$ cat src/rtl/apb_reg_completer.sv
// apb_reg_completer: APB completer exposing NUM_REGS read/write registers,
// with programmable wait states, address-decode error reporting and a
// hardware-side write port for status updates.
// Optional feature macro: APB_REG_PSTRB_EN adds byte-lane write strobes (pstrb).
//
// Handshake: a transfer starts with a setup edge (psel=1, penable=0) seen in
// IDLE. It completes on the first edge where psel=1, penable=1 and pready=1.
// pready is only raised after WAIT_CYCLES access cycles. Dropping psel in
// ACCESS abandons the transfer without side effects. penable without a prior
// setup phase is not a transfer.
module apb_reg_completer #(
  parameter int ADDR_W      = 16,
  parameter int DATA_W      = 16,
  parameter int NUM_REGS    = 16,
  parameter int WAIT_CYCLES = 0,
  parameter int BASE_ADDR   = 0,
  localparam int BSH        = $clog2(DATA_W / 8),
  localparam int IW         = (NUM_REGS > 1) ? $clog2(NUM_REGS) : 1
) (
  input  logic                       pclk,
  input  logic                       preset,
  input  logic [ADDR_W-1:0]          paddr,
  input  logic                       psel,
  input  logic                       penable,
  input  logic                       pwrite,
  input  logic [DATA_W-1:0]          pwdata,
`ifdef APB_REG_PSTRB_EN
  input  logic [DATA_W/8-1:0]        pstrb,
`endif
  output logic [DATA_W-1:0]          prdata,
  output logic                       pready,
  output logic                       perror,
  input  logic                       hw_we,
  input  logic [IW-1:0]              hw_idx,
  input  logic [DATA_W-1:0]          hw_wdata,
  output logic [NUM_REGS*DATA_W-1:0] reg_q,
  output logic                       dbg_state_o
);

  typedef enum logic {
    S_IDLE   = 1'b0,
    S_ACCESS = 1'b1
  } state_e;

  localparam logic [3:0]        WAIT_C    = 4'(WAIT_CYCLES);
  localparam logic [ADDR_W-1:0] BASE_A    = ADDR_W'(BASE_ADDR);
  localparam logic [ADDR_W-1:0] LANE_MASK = ADDR_W'((1 << BSH) - 1);
  localparam logic [ADDR_W:0]   NREGS_A   = (ADDR_W + 1)'(NUM_REGS);
  localparam logic [IW:0]       NREGS_I   = (IW + 1)'(NUM_REGS);

  state_e            state_q, state_d;
  logic [3:0]        cnt_q, cnt_d;
  logic [DATA_W-1:0] regs_q [NUM_REGS];
  logic [DATA_W-1:0] regs_d [NUM_REGS];

  logic [ADDR_W:0]   diff;
  logic [ADDR_W-1:0] off;
  logic [ADDR_W-1:0] word;
  logic [IW-1:0]     idx;
  logic              err;
  logic              commit;

  // Address decode: the extra borrow bit of the subtraction flags addresses below the base.
  always_comb begin
    diff = {1'b0, paddr} - {1'b0, BASE_A};
    off  = diff[ADDR_W-1:0];
    word = off >> BSH;
    err  = diff[ADDR_W] || ((off & LANE_MASK) != '0) || ({1'b0, word} >= NREGS_A);
    idx  = word[IW-1:0];
  end

  // Bus-facing outputs are combinational from registered state and APB inputs only.
  always_comb begin
    pready      = (state_q == S_ACCESS) && (cnt_q == WAIT_C) && psel && penable;
    perror      = pready && err;
    prdata      = (pready && !pwrite && !err) ? regs_q[idx] : '0;
    commit      = pready && pwrite && !err;
    dbg_state_o = (state_q == S_ACCESS);
  end

  // Transfer FSM next state: setup enters ACCESS, completion or abort returns to IDLE.
  always_comb begin
    state_d = state_q;
    cnt_d   = cnt_q;
    case (state_q)
      S_IDLE: begin
        if (psel && !penable) begin
          state_d = S_ACCESS;
          cnt_d   = '0;
        end
      end
      S_ACCESS: begin
        if (!psel || pready) begin
          state_d = S_IDLE;
        end else if (cnt_q != WAIT_C) begin
          cnt_d = cnt_q + 4'd1;
        end
      end
      default: state_d = S_IDLE;
    endcase
  end

  // Register bank next state: hardware write first so an APB commit to the same index wins.
  always_comb begin
    regs_d = regs_q;
    if (hw_we && ({1'b0, hw_idx} < NREGS_I)) begin
      regs_d[hw_idx] = hw_wdata;
    end
    if (commit) begin
`ifdef APB_REG_PSTRB_EN
      for (int b = 0; b < DATA_W / 8; b++) begin
        if (pstrb[b]) begin
          regs_d[idx][b*8 +: 8] = pwdata[b*8 +: 8];
        end
      end
`else
      regs_d[idx] = pwdata;
`endif
    end
  end

  // FSM state and wait counter registers.
  always_ff @(posedge pclk) begin
    if (preset) begin
      state_q <= S_IDLE;
      cnt_q   <= '0;
    end else begin
      state_q <= state_d;
      cnt_q   <= cnt_d;
    end
  end

  // Register bank storage; reset drops any write landing on the same edge.
  always_ff @(posedge pclk) begin
    if (preset) begin
      for (int i = 0; i < NUM_REGS; i++) begin
        regs_q[i] <= '0;
      end
    end else begin
      regs_q <= regs_d;
    end
  end

  // Flatten the bank so block logic sees every register at once.
  always_comb begin
    reg_q = '0;
    for (int i = 0; i < NUM_REGS; i++) begin
      reg_q[i*DATA_W +: DATA_W] = regs_q[i];
    end
  end

endmodule

$ cat config.mk
export PLATFORM = sky130hd
export DESIGN_NAME = apb_reg_completer
export DESIGN_NICKNAME = d
export VERILOG_FILES = /design/src/rtl/apb_reg_completer.sv
export SDC_FILE = /design/constraint.sdc
export NUM_CORES = 1
export LEC_CHECK = 0
export BUFFER_PORTS_ARGS = -buffer_cell sky130_fd_sc_hd__buf_4
export CAP_MARGIN = 5
export CORE_ASPECT_RATIO = 0.7
export CORE_MARGIN = 1
export CORE_UTILIZATION = 26
export CTS_BUF_LIST = sky130_fd_sc_hd__clkbuf_2 sky130_fd_sc_hd__clkbuf_4 sky130_fd_sc_hd__clkbuf_8
export DETAILED_ROUTE_END_ITERATION = 10
export PLACE_DENSITY = 0.5
export SKIP_LAST_GASP = 1
export SYNTH_ARGS = -nofsm -noshare
export SYNTH_HDL_FRONTEND = slang
export SYNTH_SLANG_ARGS = --single-unit
$ cat constraint.sdc
create_clock -name pclk -period 4.9 [get_ports pclk]
set_input_delay 0.245 -clock pclk [delete_from_list [all_inputs] [get_ports pclk]]
set_output_delay 0.245 -clock pclk [all_outputs]
set_load 0.005 [all_outputs]
==> flow_summary.ini, run 1 <==
[yosys]
synth_warnings = 0
syn_area_mm2 = 0.0149
syn_inst = 1471
synth.largest_area_cell = dfxtp_1
synth_most_common_cell = mux2i_1
synth_edf_count = 0
synthArstFlopShare_pct = 0
synth-seq-cells = 261
synth_top_area_share_pct = 35.1
synth_common_cells = 272 x mux2i_1, 261 x dfxtp_1, 257 x a21oi_1, 256 x a31o_2, 115 x clkbuf_1
ys.flop_type = dfxtp_1
syn_avg_cell_area_um2 = 10.1
synthTopCellsByArea = dfxtp_1 35%, mux2i_1 18%, a31o_2 15%
syn_nets = 1531
synth_cell_types = 36
seq_area_frac_synth_pct = 35.1

[timing]
whs_ns = 0.0821
fin_ws_ns = 1.27
final_max_slew_viol_count = 0
finalCriticalPeriod_ns = 3.63
finalCritPeriodShare_pct = 74.2
timing.final.hold_violations = 0
fin_skew_ns = 0.0243
max_slew.worst_pin.slew_ns = 1.27
slew_headroom_pct = 15.4
fmax_ghz = 0.275
setup_tns_ns = 0
setup_violations = 0
grt_setup_unrepaired = no

[critical_path]
cp_max_fo = 22
critPathLaunchType = flop
crit_path_top_delay_cell = and4b_1
max_stage_delay_ns = 0.88
rr_startpoint = cnt_q[0]$_SDFFE_PP0P_
arrival_ns = 3.39
rr_worst_depth = 8
worstSetupPathType = reg -> out
rrSetupSlack_ns = 1.85
worstPathCellList = inv_1, ha_1, nand4bb_1, buf_4, nor4_4, buf_4, and4b_1, o2bb2ai_1, buf_4
r2r-end = reg_q[104]$_SDFF_PP0_
crit_path_end_kind = output port
required_ns = 4.66
crit_top_cell = buf_4

[floorplanning]
die_h_um = 202
row_count = 72
pin_count = 333
die-area_mm2 = 0.0582
initial_core_util_pct = 26.7
die_x_um = 288
core_area_mm2 = 0.0559

[pwr]
vdd_drop_max_mv = 0.160
power_density_mw_per_mm2 = 257
p_leak_nw = 7.63
power_mw = 4.85

[place]
dp.cells = 2405
dp_slack_ns = 1.41
dp_hpwl_mm = 57.2
dpl_cell_area_mm2 = 0.0180
portBuffers = 332
place_congestion = 0.942

[run]
cap_violations = 0

[finish]
stdcell_area_mm2 = 0.0189
drive_gt1_share_pct = 46.0
area_growth_pct = 26.9
fin_cells = 2484
post-route-util_pct = 33.8
layout.nets = 1776

[grt]
grt_max_degree = 135
grt_use_total_pct = 25.4
grt_overflow = 0
grt_pass1_vias = 13500
antenna_found_initial = 12
grt_pass1_wl_mm = 106

[clock_network]
cts_resized = 0
root_buffer = clkbuf_8
clk_pin_slew_ns = 0.06
h-tree-depth = 2
cts.sinks = 261
numCtsBuffers = 47
cts_tree = yes
cts.path.max_buffers = 3
clk_latency_ns = 0.62

[status]
violations = DRC
status = finished with violations

[drt]
routed_wl_mm = 76.9
drt_first_iter_violations = 1816
drc = 36
viasPerCell = 5.82
wire_per_inst_um = 31.0
postRouteAntennaNets = 0
drt-pass1-iter-count = 8
vias = 14500

[min_path]
hold_end = reg_q[245]$_SDFF_PP0_
min_path_type = in -> reg
hold_depth = 3
hp-start = hw_wdata[5]
placed cells by master, fill, tap and decap left out, drive strengths merged, types with 4 or more instances in the layout:
cell type / netlist / layout
nor3: 4 / 4
nor2: 49 / 49
o2bb2ai: 16 / 16
clkbuf: 115 / 72
inv: 2 / 5
buf: 61 / 370
a21oi: 257 / 257
nor4b: 18 / 18
nand2: 7 / 7
nand3: 11 / 11
mux4: 64 / 64
nor3b: 20 / 20
mux2: 16 / 16
dfxtp: 261 / 261
nand2b: 5 / 5
nand4: 11 / 11
a31o: 256 / 256
mux2i: 272 / 272
area by class of cell:
class	count	area [um2]
fillers	5715	37000
multi-input cells	1032	9010
flip-flops and latches	261	5230
repair buffers	372	2810
well taps	740	926
clock buffers	72	885
clock inverters	4	33.8
inverters	2	7.51
diodes	1	2.50
power breakdown:
part | switching [mW] | internal (mW) | leakage [nW]
combinational | 0.292 | 0.248 | 5.03
sequential | 0.0456 | 2.15 | 2.11
clock | 0.972 | 1.14 | 0.493
registers in the layout, indices dropped and copies added (netlist names):
name / flops
cnt_q: 4
reg_q: 256
dbg_state_o: 1
worst max-delay path by stage:
stage,slack [ns],to,from,cells past startpoint
finish,1.27,prdata[5],cnt_q[0]$_SDFFE_PP0P_,9
CTS,1.25,prdata[5],cnt_q[0]$_SDFFE_PP0P_,9
global placement,1.42,prdata[13],paddr[14],8
detailed placement,1.41,prdata[5],paddr[14],8
global route,1.11,prdata[5],cnt_q[0]$_SDFFE_PP0P_,9
floorplan,2.72,prdata[10],paddr[14],7
critical path, delay by kind of cell, from the launching register on:
family / cells / cell delay [ns]
and+or+nand+nor: 3 / 1.29
AOI/OAI and AO/OA: 1 / 0.21
DFF: 1 / 0.32
adders and majority gates: 1 / 0.16
buffers and inverters: 4 / 0.79
routing by layer:
| metal | up-vias | part of all wire, % | GRT usage, % |
|---|---|---|---|
| met2 | 775 | 40 | 33.5 |
| li1 | 6222 | - | - |
| met4 | 4 | 1.8 | 5.40 |
| met3 | 82 | 13 | 10.7 |
| met5 | - | 0.035 | 0 |
| met1 | 7384 | 46 | 37.5 |
cell families after synthesis:
| logic type | share of synthesized area, % |
|---|---|
| AO/OA/AOI/OAI | 24.7 |
| multiplexers | 29.2 |
| flip-flops | 35.1 |
| buffers and inverters | 4.84 |
| AND/OR/NAND/NOR | 5.86 |
| XOR/XNOR | 0.176 |
| adder cells (fa/ha/maj) | 0.168 |
repair_timing:
| action | CTS | global route |
|---|---|---|
| hold buffers | 2 | 0 |
| hold endpoints to repair | 2 | 0 |
| buffers inserted | 0 | 0 |
Note: power is estimated with default switching activity, not from simulation.
==> run 2, diff against run 1 <==
--- a/config.mk
+++ b/config.mk
@@ -5,6 +5,7 @@
 export SDC_FILE = /design/constraint.sdc
 export NUM_CORES = 1
 export LEC_CHECK = 0
+export ABC_AREA = 1
 export BUFFER_PORTS_ARGS = -buffer_cell sky130_fd_sc_hd__buf_4
 export CAP_MARGIN = 5
 export CORE_ASPECT_RATIO = 0.7
==> constraint.sdc (replaced) <==
create_clock -name pclk -period 3.7 [get_ports pclk]
set_input_delay 0.185 -clock pclk [delete_from_list [all_inputs] [get_ports pclk]]
set_output_delay 0.185 -clock pclk [all_outputs]
set_load 0.005 [all_outputs]
==> run 2 against run 1 <==
  * The flow now finishes without violations
  * Via count rose by 28%
  * Core utilization fell by 1.1 points
  * Combinational power rose by 66%
  * Routed wire length increased by 8.5%
  * Clock skew increased by 0.0048 ns
  * Clock-buffer cell count increased by 11
  * Global-route usage up 0.20 points
  * First-iteration DRC count grew 17%
  * Clock power rose by 46%
  * Largest cell class unchanged
  * Highest routed layer is now met4
==> flow_summary.ini, run 2 <==
[status]
status = finished clean

[timing]
setup_violations = 0
slew_headroom_pct = 15.8
final_max_slew_viol_count = 0
fmax_ghz = 0.335
finalCritPeriodShare_pct = 80.6
finalCriticalPeriod_ns = 2.98
max_slew.worst_pin.slew_ns = 1.26
setup_tns_ns = 0
timing.final.hold_violations = 0
grt_setup_unrepaired = no
fin_skew_ns = 0.0291

[min_path]
hold_end = dbg_state_o$_SDFF_PP0_
min_path_type = in -> reg
hp-start = psel
hold_depth = 5

[critical_path]
worstSetupPathType = reg -> out
critPathLaunchType = flop
rr_startpoint = cnt_q[0]$_SDFFE_PP0P_
rrSetupSlack_ns = 1.40
path_buf_inv = 4
cp_max_fo = 15
crit_path_end_kind = output port
r2r-end = reg_q[228]$_SDFF_PP0_
arrival_ns = 2.80
required_ns = 3.51
path_delay_family = simple AND/OR/NAND/NOR gates
rr_worst_depth = 11
crit_path_top_delay_cell = nor2_1
crit_top_cell = nand2_1
max_stage_delay_ns = 0.42
worstPathCellList = inv_1, ha_1, nand2_1, inv_1, nand3b_4, nor2_1, nand2_1, clkinv_2, nand2_1, nor2_1, buf_4

[pwr]
switching_power_mw = 2.10
power_mw = 6.88
power_frac_comb_pct = 13.0
p_seq_share_pct = 42.1
p_int_mw = 4.78
clkPwrFrac_pct = 44.9
p_leak_nw = 10.6
p_sw_share_pct = 30.5
vdd_drop_max_mv = 0.209
power_density_mw_per_mm2 = 342

[floorplanning]
pin_count = 333
die-area_mm2 = 0.0634
die_x_um = 300
initial_core_util_pct = 26.3
row_count = 76
die_h_um = 211
core_area_mm2 = 0.0615

[yosys]
syn_area_mm2 = 0.0162
synth.largest_area_cell = dfxtp_1
synth_most_common_cell = nor2_1
synth_common_cells = 913 x nor2_1, 818 x nand2_1, 262 x inv_1, 261 x dfxtp_1, 120 x o21ai_0
synth_edf_count = 0
synth_cell_types = 38
syn_avg_cell_area_um2 = 5.65
ys.flop_type = dfxtp_1
synthArstFlopShare_pct = 0
synthTopCellsByArea = dfxtp_1 32%, nor2_1 21%, nand2_1 19%
synth-seq-cells = 261
syn_nets = 2927
synth_warnings = 0
seq_area_frac_synth_pct = 32.2
synth_top_area_share_pct = 32.2
syn_inst = 2867

[run]
cap_violations = 0

[finish]
final_common_cell = nor2_1
fin_cells = 3947
regArea_mm2 = 0.00523
layout.nets = 3149
multi_input_area_mm2 = 0.00889
num-fill-cells = 6868
final_cell_mix = 912 x nor2_1, 816 x nand2_1, 359 x buf_4
drive_gt1_share_pct = 15.7
largest_reg_flops = 256
area_growth_pct = 24.2

[clock_network]
clk_pin_slew_ns = 0.06
cts.path.max_buffers = 3
h-tree-depth = 2
cts_resized = 0
cts_tree = yes
clk_latency_ns = 0.65
cts.sinks = 261
numCtsBuffers = 47
root_buffer = clkbuf_8

[grt]
grt_pass1_vias = 15800
antenna_found_initial = 6
grt_max_degree = 98
grt_use_total_pct = 25.6
grt_overflow = 0
grt_pass1_wl_mm = 117

[drt]
vias = 18600
drt_first_iter_violations = 2133
postRouteAntennaNets = 0
viasPerCell = 4.70
routed_wl_mm = 83.4
wire_per_inst_um = 21.1
drc = 0
drt-pass1-iter-count = 8

[place]
dp_hpwl_mm = 57.4
portBuffers = 332
dp.cells = 3840
place_congestion = 0.929
-- run 2: changes by cell type after synthesis, moves of 24 or more --
cell / delta
nand2_1: +811
o21ai_0: +120
inv_1: +260
nor2_1: +864
mux4_2: -64
buf_6: +24
nor3_1: +48
mux2i_1: -272
a31o_2: -256
o22ai_1: +30
clkbuf_1: -25
a21oi_1: -172
-- run 2: cell families after synthesis --
kind of cell,synth area share (%)
and+or+nand+nor,45.0
adders and majority gates,0.154
DFF,32.2
xor gates and xnor gates,0.0540
AOI/OAI and AO/OA,9.58
buffers and inverters,13.0
-- run 2: worst reg2reg max path, cell delays in order (launching register included) --
cell	delay (ns)
dfxtp_1	0.32
inv_1	0.09
ha_1	0.15
nand2_1	0.05
inv_1	0.11
nand3b_4	0.17
nor2_8	0.44
nand3_1	0.27
buf_4	0.32
nand2_1	0.11
nand2_1	0.05
nor2_1	0.13
-- run 2: layout make-up --
| class | count | area share [%] |
|---|---|---|
| Clock buffer | 83 | 4.96 |
| Tap cell | 819 | 5.09 |
| Clock inverter | 4 | 0.130 |
| Multi-Input combinational cell | 2127 | 44.1 |
| Antenna cell | 1 | 0.0124 |
| Timing Repair Buffer | 381 | 14.6 |
| Inverter | 271 | 5.08 |
| Sequential cell | 261 | 25.9 |
-- run 2: how the worst max path moves through the flow --
stage,startpoint,endpoint,slack (ns),cells past startpoint
2_1_floorplan,cnt_q[0]$_SDFFE_PP0P_,reg_q[197]$_SDFF_PP0_,2.08,11
3_3_place_gp,paddr[1],prdata[2],1.02,8
3_5_place_dp,paddr[1],prdata[2],1.03,8
4_1_cts,cnt_q[0]$_SDFFE_PP0P_,prdata[8],0.76,11
5_1_grt,cnt_q[0]$_SDFFE_PP0P_,prdata[3],0.51,11
6_report,cnt_q[0]$_SDFFE_PP0P_,prdata[8],0.72,11
-- run 2: metrics by stage --
stage | utilization, % | setup slack [ns] | hold slack (ns) | cell area [um2]
detailed placement | 30.7 | 1.03 | 0.407 | 18900
global route | 32.7 | 0.511 | 0.0489 | 20100
floorplan | - | 2.08 | 0.257 | 16200
CTS | 32.7 | 0.758 | 0.0368 | 20100
finish | 32.7 | 0.718 | 0.0730 | 20100
global placement | 30.7 | 1.02 | 0.407 | 18900
-- run 2: power groups by stage --
stage          Combinational, mW  Sequential [mW]  Clock [mW]
2_1_floorplan              0.447             2.94           0
3_3_place_gp               0.852             2.96           0
3_5_place_dp               0.852             2.96           0
4_1_cts                    0.872             2.89        3.12
5_1_grt                    0.949             2.90        3.25
6_report                   0.895             2.90        3.09
-- run 2: what timing repair did --
action	CTS	global route
endpoints found under the hold margin	206	0
hold buffers	19	0
setup buffers	0	0
-- run 2: layer usage --
metal  track usage [%]  vias up  wire [um]
met1              38.9     8465      39500
met3              5.69       80       8840
met4              5.05        0       1340
met5                 0        -          0
met2              36.2      891      33700
li1                  -     9117          -
